`config.mk`:
```
export PLATFORM = sky130hd
export DESIGN_NAME = pipeline_hazard_ctrl
export DESIGN_NICKNAME = d
export VERILOG_FILES = /design/src/rtl/pipeline_hazard_ctrl_pkg.sv /design/src/rtl/pipeline_hazard_ctrl_compare.sv /design/src/rtl/pipeline_hazard_ctrl.sv
export SDC_FILE = /design/constraint.sdc
export NUM_CORES = 1
export LEC_CHECK = 0
export ABC_AREA = 1
export ABC_CLOCK_PERIOD_IN_PS = 1400
export BUFFER_PORTS_ARGS = -buffer_cell sky130_fd_sc_hd__clkbuf_2
export CORE_ASPECT_RATIO = 1.2
export CORE_MARGIN = 8
export CORE_UTILIZATION = 48
export DETAILED_ROUTE_END_ITERATION = 10
export PLACE_DENSITY_LB_ADDON = 0.3
export REMOVE_ABC_BUFFERS = 1
export SETUP_SLACK_MARGIN = 0.5
export SYNTH_ARGS = -nofsm -noshare
export SYNTH_HDL_FRONTEND = slang
export SYNTH_HIERARCHICAL = 1
export SYNTH_SLANG_ARGS = --single-unit
```
`constraint.sdc`:
```
create_clock -name clk -period 1.4 [get_ports clk]
set_input_delay 0.14 -clock clk [delete_from_list [all_inputs] [get_ports clk]]
set_output_delay 0.14 -clock clk [all_outputs]
set_load 0.02 [all_outputs]
```
`src/rtl/pipeline_hazard_ctrl_pkg.sv`:
```
`default_nettype none
// ----------------------------------------------------------------------------
// Module  : pipe_pkg
// Purpose : Shared types and control constants for the pipeline hazard logic.
// Rev     : 1.0
// ----------------------------------------------------------------------------
package pipe_pkg;

    localparam int REG_W = 5;

    typedef enum logic [1:0] {
        ST_RUN        = 2'd0,
        ST_LOAD_STALL = 2'd1,
        ST_MEM_WAIT   = 2'd2
    } state_e;

    typedef struct packed {
        logic pc_write;
        logic ifid_write;
        logic ifid_flush;
        logic idex_bubble;
        logic exmem_hold;
    } hz_ctrl_t;

    // IF/ID loads this word on a flush; ID/EX loads all-zero control on a bubble.
    localparam logic [31:0] NOP_INSTR   = 32'h0000_0000;
    localparam logic [15:0] BUBBLE_CTRL = 16'h0000;

    localparam hz_ctrl_t CTRL_RESET  = '{pc_write: 1'b0, ifid_write: 1'b0, ifid_flush: 1'b1,
                                         idex_bubble: 1'b1, exmem_hold: 1'b0};
    localparam hz_ctrl_t CTRL_RUN    = '{pc_write: 1'b1, ifid_write: 1'b1, ifid_flush: 1'b0,
                                         idex_bubble: 1'b0, exmem_hold: 1'b0};
    // The flushed NOP still has to be written into IF/ID, so the write enable stays high.
    localparam hz_ctrl_t CTRL_FLUSH  = '{pc_write: 1'b1, ifid_write: 1'b1, ifid_flush: 1'b1,
                                         idex_bubble: 1'b1, exmem_hold: 1'b0};
    localparam hz_ctrl_t CTRL_STALL  = '{pc_write: 1'b0, ifid_write: 1'b0, ifid_flush: 1'b0,
                                         idex_bubble: 1'b1, exmem_hold: 1'b0};
    localparam hz_ctrl_t CTRL_FREEZE = '{pc_write: 1'b0, ifid_write: 1'b0, ifid_flush: 1'b0,
                                         idex_bubble: 1'b0, exmem_hold: 1'b1};

endpackage
`default_nettype wire

```
`src/rtl/pipeline_hazard_ctrl_compare.sv`:
```
`default_nettype none
// ----------------------------------------------------------------------------
// Module  : hazard_compare
// Purpose : Load-use register compare; $0 never matches.
// Rev     : 1.0
// ----------------------------------------------------------------------------
module hazard_compare
    import pipe_pkg::*;
(
    input  logic             ex_mem_read,
    input  logic [REG_W-1:0] ex_rt,
    input  logic [REG_W-1:0] id_rs,
    input  logic [REG_W-1:0] id_rt,
    input  logic             id_uses_rt,
    output logic             load_use
);

    always_comb begin
        load_use = ex_mem_read && (ex_rt != '0) &&
                   ((ex_rt == id_rs) || (id_uses_rt && (ex_rt == id_rt)));
    end

endmodule
`default_nettype wire

```
`src/rtl/pipeline_hazard_ctrl.sv`:
```
`default_nettype none
// ----------------------------------------------------------------------------
// Module  : pipeline_hazard_ctrl
// Purpose : Load-use, branch-flush and memory-wait control around ID/EX.
// Rev     : 1.0
// ----------------------------------------------------------------------------
module pipeline_hazard_ctrl
    import pipe_pkg::*;
#(
    parameter int LOAD_DELAY = 1,
    parameter int TIMEOUT    = 255,
    parameter int TO_W       = 8,
    parameter int CNT_W      = 16
) (
    input  logic             clk,
    input  logic             rst,
    input  logic [REG_W-1:0] id_rs,
    input  logic [REG_W-1:0] id_rt,
    input  logic             id_uses_rt,
    input  logic             ex_mem_read,
    input  logic [REG_W-1:0] ex_rt,
    input  logic             ex_branch_taken,
    input  logic             ex_jump,
    input  logic             mem_req,
    input  logic             mem_ready,
    output logic             pc_write,
    output logic             ifid_write,
    output logic             ifid_flush,
    output logic             idex_bubble,
    output logic             exmem_hold,
    output logic             timeout_err,
    output logic [CNT_W-1:0] stall_count,
    output logic [1:0]       state
);

    localparam logic [TO_W-1:0]  C_CNT_ONE   = TO_W'(1);
    localparam logic [TO_W-1:0]  C_LD_LAST   = TO_W'(LOAD_DELAY - 1);
    localparam logic [TO_W-1:0]  C_TIMEOUT   = TO_W'(TIMEOUT);
    localparam logic [CNT_W-1:0] C_STALL_ONE = CNT_W'(1);

    state_e           state_q, state_d;
    logic [TO_W-1:0]  cnt_q, cnt_d;
    logic             timeout_err_q, timeout_err_d;
    logic [CNT_W-1:0] stall_count_q, stall_count_d;

    logic             load_use;
    logic             mem_stall;
    hz_ctrl_t         ctrl;
    hz_ctrl_t         run_ctrl;
    state_e           run_next;
    logic [TO_W-1:0]  run_cnt;

    hazard_compare u_cmp (
        .ex_mem_read (ex_mem_read),
        .ex_rt       (ex_rt),
        .id_rs       (id_rs),
        .id_rt       (id_rt),
        .id_uses_rt  (id_uses_rt),
        .load_use    (load_use)
    );

    assign mem_stall = mem_req && !mem_ready;

    // RUN decode with the memory freeze excluded; also used on the MEM_WAIT exit cycle.
    always_comb begin
        run_ctrl = CTRL_RUN;
        run_next = ST_RUN;
        run_cnt  = '0;
        if (ex_branch_taken || ex_jump) begin
            run_ctrl = CTRL_FLUSH;
        end else if (load_use) begin
            run_ctrl = CTRL_STALL;
            if (LOAD_DELAY > 1) begin
                run_next = ST_LOAD_STALL;
                run_cnt  = C_CNT_ONE;
            end
        end
    end

    always_comb begin
        ctrl          = run_ctrl;
        state_d       = run_next;
        cnt_d         = run_cnt;
        timeout_err_d = timeout_err_q;
        case (state_q)
            ST_RUN: begin
                if (mem_stall) begin
                    ctrl    = CTRL_FREEZE;
                    state_d = ST_MEM_WAIT;
                    cnt_d   = C_CNT_ONE;
                end
            end
            ST_LOAD_STALL: begin
                if (mem_stall) begin
                    ctrl    = CTRL_FREEZE;
                    state_d = ST_MEM_WAIT;
                    cnt_d   = C_CNT_ONE;
                end else begin
                    ctrl    = CTRL_STALL;
                    state_d = (cnt_q == C_LD_LAST) ? ST_RUN : ST_LOAD_STALL;
                    cnt_d   = (cnt_q == C_LD_LAST) ? '0 : cnt_q + C_CNT_ONE;
                end
            end
            ST_MEM_WAIT: begin
                if (!mem_ready) begin
                    ctrl    = CTRL_FREEZE;
                    state_d = ST_MEM_WAIT;
                    cnt_d   = (&cnt_q) ? cnt_q : cnt_q + C_CNT_ONE;
                end
            end
            default: begin
                state_d = ST_RUN;
                cnt_d   = '0;
            end
        endcase

        if ((state_d == ST_MEM_WAIT) && (cnt_d >= C_TIMEOUT)) begin
            timeout_err_d = 1'b1;
        end

        stall_count_d = stall_count_q;
        if (!ctrl.pc_write && !(&stall_count_q)) begin
            stall_count_d = stall_count_q + C_STALL_ONE;
        end
    end

    always_ff @(posedge clk or posedge rst) begin
        if (rst) begin
            state_q       <= ST_RUN;
            cnt_q         <= '0;
            timeout_err_q <= 1'b0;
            stall_count_q <= '0;
        end else begin
            state_q       <= state_d;
            cnt_q         <= cnt_d;
            timeout_err_q <= timeout_err_d;
            stall_count_q <= stall_count_d;
        end
    end

    always_comb begin
        if (rst) begin
            {pc_write, ifid_write, ifid_flush, idex_bubble, exmem_hold} = CTRL_RESET;
        end else begin
            {pc_write, ifid_write, ifid_flush, idex_bubble, exmem_hold} = ctrl;
        end
    end

    assign timeout_err = timeout_err_q;
    assign stall_count = stall_count_q;
    assign state       = state_q;

endmodule
`default_nettype wire
```
# ---- Word level (Yosys, flattened, before mapping)
# Index checks and enable logic that the tools add are counted.
dict set report word_totals {
  ff_bits 27
  elab_cells 50
}
dict set report classes {
  n_reduce_logical 16
  muxes 22
  addsub 2
  n_eq_ne 5
  order_cmp 1
}
# op count
set ops {}
lappend ops {{two-way mux 8 bit} 4}
lappend ops {{case mux 8 bit (3 select lines)} 1}
lappend ops {{two-way mux 5 bit} 4}
lappend ops {{adder 16 x 1 -> 16 bit, second input constant} 1}
lappend ops {{AND reduction 16 bit} 1}
lappend ops {{case mux 5 bit (3 select lines)} 1}
lappend ops {{== test 5 bit} 2}
lappend ops {{adder 8 x 1 -> 8 bit, second input constant} 1}
lappend ops {{greater-or-equal comparator 8 bit, second input constant} 1}
lappend ops {{zero test 8 bit} 1}
lappend ops {{two-way mux 2 bit} 4}
lappend ops {{AND reduction 8 bit} 1}
lappend ops {{two-way mux 1 bit} 7}
lappend ops {{logical AND 1 bit} 6}
lappend ops {{case mux 2 bit (3 select lines)} 1}
lappend ops {{nonzero test 5 bit} 1}
lappend ops {{== test 2 bit, second input constant} 2}
lappend ops {{zero test 1 bit} 3}
lappend ops {{== test 2 x 1 -> 1 bit, second input constant} 1}
lappend ops {{zero test 2 bit} 1}
lappend ops {{logical OR 1 bit} 2}

# ---- Longest topological paths before layout
# Gate-level depths: netlist of the first run.
dict set report depth {
  depth_word 10
  ltp_mapped 13
}

# ---- Hierarchy
# Netlist of the first run, hierarchy kept.
# module n_inst cells_each area_per_inst_um2
set by_module_without_submodules {}
lappend by_module_without_submodules {pipeline_hazard_ctrl 1 237 1695.4}
lappend by_module_without_submodules {hazard_compare 1 52 206.4}

# ---- Worst setup path after synthesis of the first run
# Ideal clock, no wire load.
dict set report synth_timing {
  kind {register to output}
  startpoint {register state_q[1], in the netlist state[1]}
  endpoint {output port pc_write}
  n_path_buf 1
  path_stages_with_launch 8
  arrival_ps 1556
  setup_slack_ps -296
  cell_sequence {dfrtp_1 inv_2 nand2_1 inv_2 nor3_4 o21ai_4 nor2_1 buf_4}
}
dict set report synth_between {
  elab_chain_len 3
  word_cells_on_any_way 5
  classes_between {2 x eq/ne; 2 x mux; 1 x reduce/logical}
}
# element line
set synth_lines {}
lappend synth_lines {{start: declaration} pipeline_hazard_ctrl.sv:41} ;# state_e state_q, state_d;
lappend synth_lines {{start signal: assignment} pipeline_hazard_ctrl.sv:134} ;# state_q <= state_d;
lappend synth_lines {{== test 2 bit, or another cell as far along} pipeline_hazard_ctrl.sv:85} ;# case (state_q)
lappend synth_lines {{case mux 5 bit (3 select lines) (*)} pipeline_hazard_ctrl.sv:85}
lappend synth_lines {{two-way mux 1 bit (*)} pipeline_hazard_ctrl.sv:142} ;# if (rst) begin
lappend synth_lines {{end: declaration} pipeline_hazard_ctrl.sv:26} ;# output logic pc_write,
# Every way passes the cells marked *; elsewhere a longest branch is shown, timed or not.

# ---- Worst setup path in the final report of the first run
dict set report layout_timing {
  startpoint {register state_q[1], in the netlist state[1]}
  endpoint {output port idex_bubble}
}
dict set report layout_between {
  elab_chain_len 3
  word_cells_on_any_way 5
  classes_between {2 x eq/ne; 2 x mux; 1 x reduce/logical}
}
# element line
set layout_lines {}
lappend layout_lines {{== test 2 bit, or another cell as far along} pipeline_hazard_ctrl.sv:85}
lappend layout_lines {{case mux 5 bit (3 select lines) (*)} pipeline_hazard_ctrl.sv:85}
lappend layout_lines {{two-way mux 1 bit (*)} pipeline_hazard_ctrl.sv:142}
lappend layout_lines {{end: declaration} pipeline_hazard_ctrl.sv:29} ;# output logic idex_bubble,
# Marks and branches as above.

==> qor.tcl, run 1 <==
set qor(detail_route.first_pass.iterations) 5
set qor(routed_length_on_met3_um) 730
set qor(synth_top_cell_by_area) {dfrtp_1}
set qor(h-tree-depth) 1
set qor(cp-end-kind) {output pin}
set qor(path_cells) {inv_2 > nand2_2 > inv_2 > nor3_4 > buf_6 > nand2_4 > nand2_4 > a211o_1 > clkbuf_8}
set qor(powerDensity_nw_per_um2) 841
set qor(avgViaCountPerCell) 5.74
set qor(timing.critical_path.slowest_stage_cell) {dfrtp_2}
set qor(p_seq_share_pct) 32.4
set qor(netlist_instances) 289
set qor(worst_setup_hold_path_clk_slew_ns) 0.10
set qor(initial_core_util_pct) 49.0
set qor(worst_ep_required_ns) 1.26
set qor(place.gp.congestion) 0.858
set qor(holdWs_ns) 0.349
set qor(r2r_start) {cnt_q[0]$_DFF_PP0_}
set qor(topRoutingLayerUsed) {met4}
set qor(fmax_ghz) 0.530
set qor(postSynthRegisterBits) 27
set qor(slew-limit-headroom_pct) 65.4
set qor(die_area_um2) 6240
set qor(hold_violations_final) 0
set qor(final_cell_utilization_of_the_core_pct) 92.6
set qor(critical_path.startpoint_type) {register}
set qor(postSynthAreaPerCell_um2) 6.58
set qor(maximum_number_of_pins_on_one_net_before_global_route_repair) 28
set qor(grt.overflow.total) 0
set qor(hold_path_class) {input port to register}
set qor(power.ir.vdd_worst_mv) 1.37
set qor(final_layout_size_suffix_gt1_share_pct) 53.7
set qor(failed_checks) {negative setup slack}
set qor(timing.setup.tns_ns) -8.80
set qor(die_y_um) 85.0
set qor(cp.buffers_inverters) 4
set qor(holdPathEnd) {state[1]$_DFF_PP0_}
set qor(timing.reg2reg.worst_path_depth) 9
set qor(ys_seq_area_share_pct) 35.5
set qor(timing.max_cap.violations) 0
set qor(drtIter0Drc) 241
set qor(path_max_fanout) 4
set qor(worst_path_largest_cell_delay_ns) 0.43
set qor(rsz0062_at_grt) {yes}
set qor(layout_min_cycle_time_ns) 1.89
set qor(vias) 2691
set qor(clk_root_buffer_cell) {clkbuf_8}
set qor(core-area_um2) 3880
set qor(whs_path_cells) 5
set qor(power_switching_share_pct) 38.5
set qor(residual_drc_count) 0
set qor(tritoncts) {yes}
set qor(worst_pin_slew_ns) 0.515
set qor(timing.critical_path.arrival_ns) 1.75
set qor(post_synth_num_cell_types) 27
set qor(outcome) {finished, violations left}
set qor(cts_inserted_buffers) 3
set qor(routed_wirelength_mm) 9.99
set qor(grt_antenna_before_repair) 0
set qor(layout.filler_cells) 145
set qor(power.share.clock_pct) 15.9
set qor(via_count_of_the_first_global_routing_pass) 2571
set qor(timing.critical_path.max_delay_family) {simple AND/OR/NAND/NOR gates}
set qor(setup_slack_placement_ns) -0.295
set qor(clk_latency_ns) 0.29
set qor(most_common_cell_after_layout_fill_and_taps_aside) {nand2_1}
set qor(fin_crit_sh_pct) 135
set qor(wl_per_cell_um) 21.3
set qor(layout_setup_ws_ns) -0.486
set qor(leakage_nw) 1.96
set qor(finClkSkew_ns) 0.00263
set qor(intPower_mw) 1.86
set qor(std_cell_rows) 25
set qor(switchingPower_mw) 1.16
set qor(cts_max_path_buffers) 2
set qor(stdcell_area_um2) 3590
set qor(netlist_area_um2) 1900
set qor(final_cell_mix) {nand2_1, buf_4, buf_6, inv_1, nor2_1}
set qor(netlist_top_cells_area) {dfrtp_1, nand2_1, inv_1}
set qor(placedInstanceArea_um2) 2540
set qor(synth.yosys.warnings) 6
set qor(cts_sinks) 27
set qor(final_antenna_net_count) 0
set qor(n_antenna_cell) 0
set qor(setup-violations-final) 31
set qor(maxSlewViolCount) 0
set qor(die_x_um) 73.5
set qor(critical_path.reg2reg.endpoint) {timeout_err$_DFFE_PP0P_}
set qor(boundaryPins) 47
set qor(wl_met1_mm) 3.28
set qor(track_usage_pct) 23.0
set qor(power_frac_comb_pct) 51.7
set qor(placement.io_buffers) 46
set qor(r2r_setup_slack_ns) -0.39
set qor(share_of_yosys_cell_area_claimed_by_the_top_area_cell_type_pct) 35.5
set qor(syn_to_final_growth_pct) 88.8
set qor(place_hpwl_mm) 3.98
set qor(hold_path_startpoint) {mem_ready}
set qor(layout.nets) 442
set qor(wl_met2_mm) 5.19
set qor(wire_length_of_the_first_global_routing_pass_mm) 11.6
set qor(critPathKind) {register to output pin}
## synth_stat cells
master	n
nor2_1	37
inv_2	8
dfrtp_1	27
o21ai_4	1
xnor2_1	7
nand3_1	21
nor3_4	1
inv_1	44
xor2_1	8
or2_2	1
nand2_1	101
nor3_2	1
nor2_4	1
a21oi_1	4
buf_4	1
nand2_2	2
ha_1	3
o21ai_1	2
nor2_2	2
nand4_1	4
buf_8	1
nor3_1	2
and2_1	1
o21ai_0	6
a211o_1	1
nand2_4	1
nand3_2	1
## registers in the layout, summed over array words and instances (netlist names)
name / count
cnt_q: 8
stall_count: 16
state: 2
timeout_err: 1
## power groups by stage
| stage | clock (mW) | sequential (mW) | combinational (mW) |
|---|---|---|---|
| 4_1_cts | 0.455 | 0.949 | 1.28 |
| 3_3_place_gp | 0 | 0.941 | 0.877 |
| 5_1_grt | 0.499 | 0.976 | 1.64 |
| 6_report | 0.481 | 0.978 | 1.56 |
| 2_1_floorplan | 0 | 1.09 | 0.296 |
| 3_5_place_dp | 0 | 0.943 | 0.892 |
## per-layer routing
| metal | track usage, % | vias up |
|---|---|---|
| met2 | 43.2 | 216 |
| met3 | 3.77 | 88 |
| met5 | 0 | - |
| li1 | - | 1128 |
| met4 | 12.2 | 0 |
| met1 | 22.9 | 1259 |
## stage by stage
stage	instances	power, mW
finish	469	3.02
floorplan	287	1.38
detailed placement	435	1.84
global route	469	3.11
CTS	454	2.69
global placement	435	1.82
## worst register-to-register path, stage by stage (launching register included)
cell,delay [ns]
dfrtp_1,0.44
ha_4,0.18
nand2_4,0.07
o21ai_0,0.30
o21ai_0,0.19
nand2_1,0.14
nand2_1,0.09
nor2_1,0.13
nand4_1,0.12
nand2_1,0.08
## how the worst max path moves through the flow
stage / from / to / slack (ns) / cells past startpoint
after floorplan: state[1]$_DFF_PP0_ / ifid_write / -0.29 / 6
after global placement: ex_rt[2] / stall_count[8]$_DFFE_PP0P_ / -0.21 / 14
after detailed placement: ex_rt[4] / stall_count[8]$_DFFE_PP0P_ / -0.29 / 14
after CTS: state[0]$_DFF_PP0_ / idex_bubble / -0.38 / 9
after global routing: state[1]$_DFF_PP0_ / idex_bubble / -0.55 / 9
final: state[1]$_DFF_PP0_ / idex_bubble / -0.49 / 9
## final cells by class
cell class	instances	area (µm²)	share of cell area, %
multi-input cells	209	1420	39.7
repair buffers	123	1170	32.5
clock buffers	4	45.0	1.25
inverters	52	208	5.78
well taps	54	67.6	1.88
flip-flops and latches	27	681	19.0
## timing repair
item                                    4_1_cts  5_1_grt
endpoints found under the hold margin        27        0
endpoints found under the setup margin       51       78
setup buffers                                13       15
cloned                                        1        0
pin swaps                                    22       17
resized for setup                           144       80
hold buffers                                  1        0
## kinds of logic (layout without fill, tap and decap cells)
family,count (synthesis),count (layout),share of synthesized area [%]
xor+xnor,15,15,6.91
buf+inv,54,179,11.4
fa+ha+maj,3,3,1.97
compound gates,14,14,4.47
flops,27,27,35.5
simple gates,176,177,39.7
Power figures use the tool's default switching activity.
==> inputs of run 2 (changes only) <==
--- a/config.mk
+++ b/config.mk
@@ -5,12 +5,11 @@
 export SDC_FILE = /design/constraint.sdc
 export NUM_CORES = 1
 export LEC_CHECK = 0
-export ABC_AREA = 1
-export ABC_CLOCK_PERIOD_IN_PS = 1400
+export ABC_CLOCK_PERIOD_IN_PS = 1800
 export BUFFER_PORTS_ARGS = -buffer_cell sky130_fd_sc_hd__clkbuf_2
 export CORE_ASPECT_RATIO = 1.2
 export CORE_MARGIN = 8
-export CORE_UTILIZATION = 48
+export CORE_UTILIZATION = 50
 export DETAILED_ROUTE_END_ITERATION = 10
 export PLACE_DENSITY_LB_ADDON = 0.3
 export REMOVE_ABC_BUFFERS = 1
==> constraint.sdc (replaced) <==
create_clock -name clk -period 1.8 [get_ports clk]
set_input_delay 0.18 -clock clk [delete_from_list [all_inputs] [get_ports clk]]
set_output_delay 0.18 -clock clk [all_outputs]
set_load 0.02 [all_outputs]
==> run 2 against run 1 <==
The run still ends with negative setup slack left. Die area down 14%. Setup slack better by 0.20 ns. Routed wire length down 44%. Clock skew up 0.0051 ns. Non-clock buffer count down 42. Cell count down 39%. Sequential share of layout area up 8.6 points. Critical endpoint is now pc_write.
==> qor.tcl, run 2 <==
set qor(cp-end-kind) {output pin}
set qor(layout_min_cycle_time_ns) 2.09
set qor(die_y_um) 78.7 ;# -7.4%
set qor(share_of_yosys_cell_area_claimed_by_the_top_area_cell_type_pct) 41.3 ;# +5.7 points
set qor(netlist_instances) 169 ;# -42%
set qor(core-area_um2) 3080 ;# -21%
set qor(powerDensity_nw_per_um2) 658 ;# -22%
set qor(boundaryPins) 47 ;# unchanged
set qor(synth_enable_flop_cells) 0 ;# unchanged
set qor(most_common_cell_after_layout_fill_and_taps_aside) {clkbuf_2}
set qor(finClkSkew_ns) 0.00768 ;# +0.00505 ns
set qor(grt_antenna_before_repair) 0 ;# unchanged
set qor(slew-limit-headroom_pct) 64.4 ;# -0.95 points
set qor(wl_per_cell_um) 19.5 ;# -8.4%
set qor(yosysMostFrequentCell) {dfrtp_1}
set qor(power_switching_share_pct) 35.9 ;# -2.6 points
set qor(netlist_area_um2) 1640 ;# -14%
set qor(final_antenna_net_count) 0 ;# unchanged
set qor(ys.flop_type) {dfrtp_1}
set qor(grt_util_met1_pct) 20.6 ;# -2.3 points
set qor(timing.max_cap.violations) 0 ;# unchanged
set qor(cp.buffers_inverters) 3 ;# -1
set qor(avgViaCountPerCell) 5.92 ;# +3.1%
set qor(place_hpwl_mm) 3.30 ;# -17%
set qor(fmax_ghz) 0.479
set qor(failed_checks) {negative setup slack}
set qor(yosys-top-cells-count) {dfrtp_1, xnor2_1, nand2_1, nand4_1, nor2_1}
set qor(cts_max_path_buffers) 2 ;# unchanged
set qor(final_layout_size_suffix_gt1_share_pct) 49.0 ;# -4.7 points
set qor(final_cell_mix) {clkbuf_2, dfrtp_1, buf_4, xnor2_1, buf_6}
set qor(worst_ep_required_ns) 1.62 ;# +0.36 ns
set qor(timing.setup.tns_ns) -4.34 ;# +4.47 ns
set qor(hold_path_class) {input port to register}
set qor(die_area_um2) 5370 ;# -14%
set qor(switchingPower_mw) 0.581 ;# -50%
set qor(largest_register_ffs) 16 ;# unchanged
set qor(async_reset_ff_share_pct) 100 ;# unchanged
set qor(p_seq_share_pct) 45.5 ;# +13 points
set qor(postSynthAreaPerCell_um2) 9.69 ;# +47%
set qor(routed_wirelength_mm) 5.56 ;# -44%
set qor(worst_pin_slew_ns) 0.530 ;# +0.0141 ns
set qor(postSynthRegisterBits) 27 ;# unchanged
set qor(worst_path_largest_cell_delay_ns) 0.42 ;# about the same
set qor(synth.yosys.warnings) 6 ;# unchanged
set qor(wire_length_of_the_first_global_routing_pass_mm) 7.51 ;# -35%
set qor(critical_path.startpoint_type) {input port}
set qor(maximum_number_of_pins_on_one_net_before_global_route_repair) 24 ;# -14%
set qor(power.share.clock_pct) 15.8 ;# about the same
set qor(layout_setup_ws_ns) -0.288 ;# +0.198 ns
set qor(setup_slack_placement_ns) -0.526 ;# -0.231 ns
set qor(path_max_fanout) 2 ;# -2
set qor(grt.overflow.total) 0 ;# unchanged
set qor(maxSlewViolCount) 0 ;# unchanged
set qor(met2_usage_pct) 30.5 ;# -13 points
set qor(cts_sinks) 27 ;# unchanged
set qor(timing.critical_path.arrival_ns) 1.91 ;# +0.16 ns
set qor(top_usage_layer) {met2}
set qor(via_count_of_the_first_global_routing_pass) 1673 ;# -35%
set qor(clk_root_buffer_cell) {clkbuf_4}
set qor(rsz0062_at_grt) {yes}
set qor(vias) 1686 ;# -37%
set qor(track_usage_pct) 17.4 ;# -5.7 points
set qor(hold_violations_final) 0 ;# unchanged
set qor(layout.nets) 276 ;# -38%
set qor(detail_route.first_pass.iterations) 4 ;# -1
set qor(placement.io_buffers) 46 ;# unchanged
set qor(path_cells) {clkbuf_2 > xor2_2 > nor4_2 > nand3_1 > a21oi_2 > or3b_4 > o311ai_4 > buf_6 > nor2_4 > buf_8}
set qor(drtIter0Drc) 118 ;# -51%
set qor(synth_top_cell_by_area) {dfrtp_1}
set qor(post-layout-total-power_mw) 1.62 ;# -46%
set qor(fin_crit_sh_pct) 116
set qor(setup-violations-final) 24 ;# -23%
set qor(intPower_mw) 1.04 ;# -44%
set qor(power.ir.vdd_worst_mv) 1.13 ;# -18%
set qor(groute.layer.met3.usage_pct) 1.97 ;# -1.8 points
set qor(worst_setup_hold_path_clk_slew_ns) 0.13 ;# +0.03 ns
set qor(timing.critical_path.slowest_stage_cell) {or3b_4}
set qor(leakage_nw) 1.15 ;# -42%
set qor(clk_latency_ns) 0.32 ;# +0.03 ns
set qor(die_x_um) 68.2 ;# -7.1%
set qor(h-tree-depth) 1 ;# unchanged
set qor(critPathKind) {input port to output pin}
set qor(tritoncts) {yes}
set qor(n_antenna_cell) 0 ;# unchanged
set qor(netlist_top_cells_area) {dfrtp_1, xnor2_1, xor2_1}
set qor(power_frac_comb_pct) 38.7 ;# -13 points
set qor(cts_inserted_buffers) 3 ;# unchanged
set qor(place.gp.congestion) 0.877 ;# +2.3%
set qor(std_cell_rows) 22 ;# -12%
set qor(initial_core_util_pct) 53.1 ;# +4.1 points
set qor(syn_to_final_growth_pct) 50.3
set qor(post_synth_num_cell_types) 44 ;# +63%
set qor(outcome) {finished, violations left}
set qor(timing.critical_path.max_delay_family) {simple AND/OR/NAND/NOR gates}
set qor(ys_seq_area_share_pct) 41.3 ;# +5.7 points
set qor(residual_drc_count) 0 ;# unchanged
run 2: path summary, 6_finish.rpt:
kind                       slack [ns]                       start  depth (start not counted)                    endpoint
max                             -0.29                    id_rt[2]                         10                    pc_write
min                              0.20                   mem_ready                          2          state[1]$_DFF_PP0_
max reg2reg                     -0.15          cnt_q[1]$_DFF_PP0_                          7     timeout_err$_DFFE_PP0P_
min reg2reg                      0.51  stall_count[6]$_DFFE_PP0P_                          1  stall_count[6]$_DFFE_PP0P_
max in group asynchronous        0.97                         rst                          4  stall_count[9]$_DFFE_PP0P_
min in group asynchronous        0.40                         rst                          3          state[0]$_DFF_PP0_
run 2: through the flow:
step                      hold slack, ns  cells  area (µm²)  utilization, %
after floorplan                    0.244    164        1610               -
after global placement            0.0882    269        2070            67.2
after detailed placement           0.103    269        2070            67.2
after CTS                          0.199    280        2270            73.7
after global routing               0.202    285        2460            79.9
final                              0.199    285        2460            79.9
run 2: logic make-up (layout without fill, tap and decap cells):
group / count (synthesis) / count (layout) / share of synthesized area (%)
adder cells (fa/ha/maj): 3 / 3 / 2.29
AO/OA/AOI/OAI: 29 / 29 / 12.4
AND/OR/NAND/NOR: 72 / 72 / 25.7
XOR/XNOR: 27 / 27 / 14.4
flip-flops: 27 / 27 / 41.3
multiplexers: 2 / 2 / 1.37
buffers and inverters: 9 / 89 / 2.60
run 2: power groups by stage:
stage / sequential [mW] / clock (mW) / combinational, mW
detailed placement: 0.747 / 0 / 0.524
CTS: 0.737 / 0.259 / 0.557
finish: 0.737 / 0.256 / 0.628
global route: 0.750 / 0.277 / 0.676
floorplan: 0.846 / 0 / 0.191
global placement: 0.743 / 0 / 0.518
run 2: layer usage:
metal / share of wire [%] / up-vias
met5: 0 / -
met4: 2.7 / 0
met3: 4.6 / 12
met2: 55 / 59
met1: 38 / 846
li1: - / 769
run 2: repair_timing:
action,in CTS,in global routing
endpoints found under the setup margin,31,31
hold endpoints to repair,4,0
pin swaps,11,14
hold buffers,2,0
buffers inserted,5,5
gates resized for setup,34,39
run 2: final cells by class:
class	count	area (µm²)
timing repair buffer	81	601
tap	36	45.0
fill	190	621
inverter	4	15.0
clock buffer	4	26.3
sequential	27	678
multi-input combinational	133	1100
run 2: worst reg2reg max path, cell delays in order (launching register included):
cell      delay (ns)
dfrtp_1         0.41
inv_2           0.07
ha_2            0.16
or4b_4          0.48
o221a_4         0.27
nor2_4          0.12
a211oi_2        0.06
a41o_1          0.28
==> inputs of run 3 (changes only) <==
--- a/config.mk
+++ b/config.mk
@@ -9,11 +9,12 @@
 export BUFFER_PORTS_ARGS = -buffer_cell sky130_fd_sc_hd__clkbuf_2
 export CORE_ASPECT_RATIO = 1.2
 export CORE_MARGIN = 8
-export CORE_UTILIZATION = 50
+export CORE_UTILIZATION = 45
 export DETAILED_ROUTE_END_ITERATION = 10
-export PLACE_DENSITY_LB_ADDON = 0.3
+export PLACE_DENSITY = 0.71
 export REMOVE_ABC_BUFFERS = 1
 export SETUP_SLACK_MARGIN = 0.5
+export SKIP_LAST_GASP = 1
 export SYNTH_ARGS = -nofsm -noshare
 export SYNTH_HDL_FRONTEND = slang
 export SYNTH_HIERARCHICAL = 1
==> run 3 against run 2 <==
The flow still finishes with violations (negative setup slack). Cell area is 0.25% lower. Clock skew is 0.0052 ns lower. Fmax is 1.0% higher. Sequential cell count stayed put. Cell count is 1.8% higher. Combinational power is 3% lower. Sequential power hardly changed.
==> qor.tcl, run 3 (synthesized netlist as in run 2, its figures left out) <==
set qor(detail_route.first_pass.iterations) 4 ;# unchanged
set qor(holdWs_ns) 0.0586 ;# -0.141 ns
set qor(finClkSkew_ns) 0.00250 ;# -0.00518 ns
set qor(place_hpwl_mm) 3.35 ;# +1.7%
set qor(grt_antenna_before_repair) 0 ;# unchanged
set qor(grt.overflow.total) 0 ;# unchanged
set qor(most_common_cell_after_layout_fill_and_taps_aside) {clkbuf_2}
set qor(critical_path.startpoint_type) {input port}
set qor(cts_max_path_buffers) 2 ;# unchanged
set qor(hold_violations_final) 0 ;# unchanged
set qor(worst_ep_required_ns) 1.96 ;# +0.34 ns
set qor(final_layout_size_suffix_gt1_share_pct) 50.2 ;# +1.2 points
set qor(failed_checks) {negative setup slack}
set qor(worst_setup_hold_path_clk_slew_ns) 0.09 ;# -0.04 ns
set qor(avgViaCountPerCell) 5.62 ;# -5.0%
set qor(rsz0062_at_grt) {yes}
set qor(h-tree-depth) 1 ;# unchanged
set qor(wl_per_cell_um) 16.3 ;# -17%
set qor(initial_core_util_pct) 45.8 ;# -7.3 points
set qor(track_usage_pct) 16.0 ;# -1.4 points
set qor(layout.filler_cells) 269 ;# +42%
set qor(place.gp.congestion) 0.856 ;# -2.4%
set qor(fin_crit_sh_pct) 115 ;# -1.2 points
set qor(final_cell_mix) {clkbuf_2, buf_4, dfrtp_1, xnor2_1, buf_6}
set qor(power.ir.vdd_worst_mv) 0.689 ;# -39%
set qor(std_cell_rows) 24 ;# +9.1%
set qor(clk_root_buffer_cell) {clkbuf_8}
set qor(tritoncts) {yes}
set qor(multi_input_comb_area_um2) 1070 ;# -2.5%
set qor(layout.nets) 278 ;# +0.72%
set qor(final_cell_utilization_of_the_core_pct) 68.7 ;# -11 points
set qor(die_area_um2) 5830 ;# +8.6%
set qor(cts_inserted_buffers) 3 ;# unchanged
set qor(syn_to_final_growth_pct) 50.0
set qor(power_frac_comb_pct) 36.4 ;# -2.3 points
set qor(cts_sinks) 27 ;# unchanged
set qor(routed_wirelength_mm) 4.72 ;# -15%
set qor(largest_register_ffs) 16 ;# unchanged
set qor(powerDensity_nw_per_um2) 684 ;# +4.0%
set qor(p_seq_share_pct) 43.9 ;# -1.6 points
set qor(drtIter0Drc) 58 ;# -51%
set qor(maxSlewViolCount) 0 ;# unchanged
set qor(setup-violations-final) 26 ;# +8.3%
set qor(core-area_um2) 3570 ;# +16%
set qor(power_switching_share_pct) 34.1 ;# -1.7 points
set qor(boundaryPins) 47 ;# unchanged
set qor(post-layout-total-power_mw) 1.68 ;# +3.7%
set qor(leakage_nw) 1.16 ;# +1.3%
set qor(power.share.clock_pct) 19.7 ;# +3.9 points
set qor(cp-end-kind) {register}
set qor(clk_latency_ns) 0.27 ;# -0.05 ns
set qor(final-instance-count-excl-fill) 290 ;# +1.8%
set qor(sequential_cell_area_in_the_final_layout_um2) 678 ;# unchanged
set qor(worst_pin_slew_ns) 0.296 ;# -0.233 ns
set qor(critPathKind) {input port to register}
set qor(layout_min_cycle_time_ns) 2.07 ;# -0.0211 ns
set qor(switchingPower_mw) 0.574 ;# -1.3%
set qor(intPower_mw) 1.11 ;# +6.5%
set qor(path_max_fanout) 6 ;# +4
set qor(path_cells) {buf_8 > xor2_2 > nor4_2 > nand3_1 > a21oi_2 > or3b_4 > o311ai_4 > o31a_4 > buf_6 > nand4_1 > xnor2_1}
set qor(worst_path_largest_cell_delay_ns) 0.41 ;# about the same
set qor(outcome) {finished, violations left}
set qor(place_inst) 273 ;# +1.5%
set qor(slew-limit-headroom_pct) 80.1 ;# +16 points
set qor(die_y_um) 82.1 ;# +4.3%
set qor(n_antenna_cell) 0 ;# unchanged
set qor(residual_drc_count) 0 ;# unchanged
set qor(placement.io_buffers) 46 ;# unchanged
set qor(fmax_ghz) 0.484 ;# +1.0%
set qor(timing.critical_path.slowest_stage_cell) {or3b_4}
set qor(vias) 1629 ;# -3.4%
set qor(layout_setup_ws_ns) -0.267 ;# +0.0211 ns
set qor(via_count_of_the_first_global_routing_pass) 1601 ;# -4.3%
set qor(hold_path_class) {input port to async pin}
set qor(timing.critical_path.arrival_ns) 2.23 ;# +0.32 ns
set qor(die_x_um) 71.1 ;# +4.1%
set qor(final_antenna_net_count) 0 ;# unchanged
set qor(timing.max_cap.violations) 0 ;# unchanged
set qor(wire_length_of_the_first_global_routing_pass_mm) 7.56 ;# +0.64%
set qor(maximum_number_of_pins_on_one_net_before_global_route_repair) 20 ;# -17%
run 3: worst paths after layout:
kind / cells past startpoint / endpoint / slack [ns] / from
worst max-delay path: 11 / stall_count[8]$_DFFE_PP0P_ / -0.27 / ex_rt[0]
worst min-delay path: 3 / cnt_q[1]$_DFF_PP0_ / 0.06 / rst
worst max register to register: 8 / cnt_q[1]$_DFF_PP0_ / -0.14 / cnt_q[1]$_DFF_PP0_
worst min register to register: 1 / timeout_err$_DFFE_PP0P_ / 0.49 / timeout_err$_DFFE_PP0P_
max in group asynchronous: 4 / stall_count[10]$_DFFE_PP0P_ / 1.10 / rst
min in group clk: 3 / state[1]$_DFF_PP0_ / 0.23 / mem_req
run 3: cell type report:
type / count / area share (%)
clock buffers: 4 / 1.83
inverters: 4 / 0.611
multi-input cells: 133 / 43.6
flip-flops and latches: 27 / 27.6
well taps: 39 / 1.99
repair buffers: 83 / 24.4
run 3: routing by layer:
layer | part of all wire (%) | global-route usage (%) | vias up
li1 | - | - | 781
met1 | 40 | 18.1 | 794
met2 | 52 | 28.7 | 49
met3 | 6.7 | 4.88 | 5
met4 | 0.97 | 4.38 | 0
met5 | 0 | 0 | -
run 3: timing repair:
item | CTS | global route
buffers inserted | 5 | 7
setup endpoints to repair | 31 | 31
cloned | 0 | 0
gates resized for setup | 25 | 43
hold buffers | 1 | 0
pin swaps | 14 | 23
endpoints found under the hold margin | 8 | 0
run 3: power groups by stage:
stage | registers [mW] | logic (mW) | clock network (mW)
6_report | 0.738 | 0.612 | 0.331
3_3_place_gp | 0.748 | 0.521 | 0
4_1_cts | 0.739 | 0.553 | 0.344
2_1_floorplan | 0.846 | 0.191 | 0
5_1_grt | 0.749 | 0.667 | 0.365
3_5_place_dp | 0.751 | 0.523 | 0
run 3: per-stage QoR:
stage                     TNS, ns  setup WS [ns]  instance area (µm²)
after floorplan             -3.69         -0.320                 1610
after global placement      -7.94         -0.530                 2070
after detailed placement    -9.74         -0.654                 2070
after CTS                   -3.56         -0.254                 2250
after global routing        -6.30         -0.343                 2460
final                       -4.20         -0.267                 2460
run 3: worst max-delay path: cells and delay by family:
kind	cells	cell delay, ns
XOR/XNOR	2	0.33
AND/OR/NAND/NOR	4	0.93
AO/OA/AOI/OAI	3	0.55
buffers and inverters	2	0.23
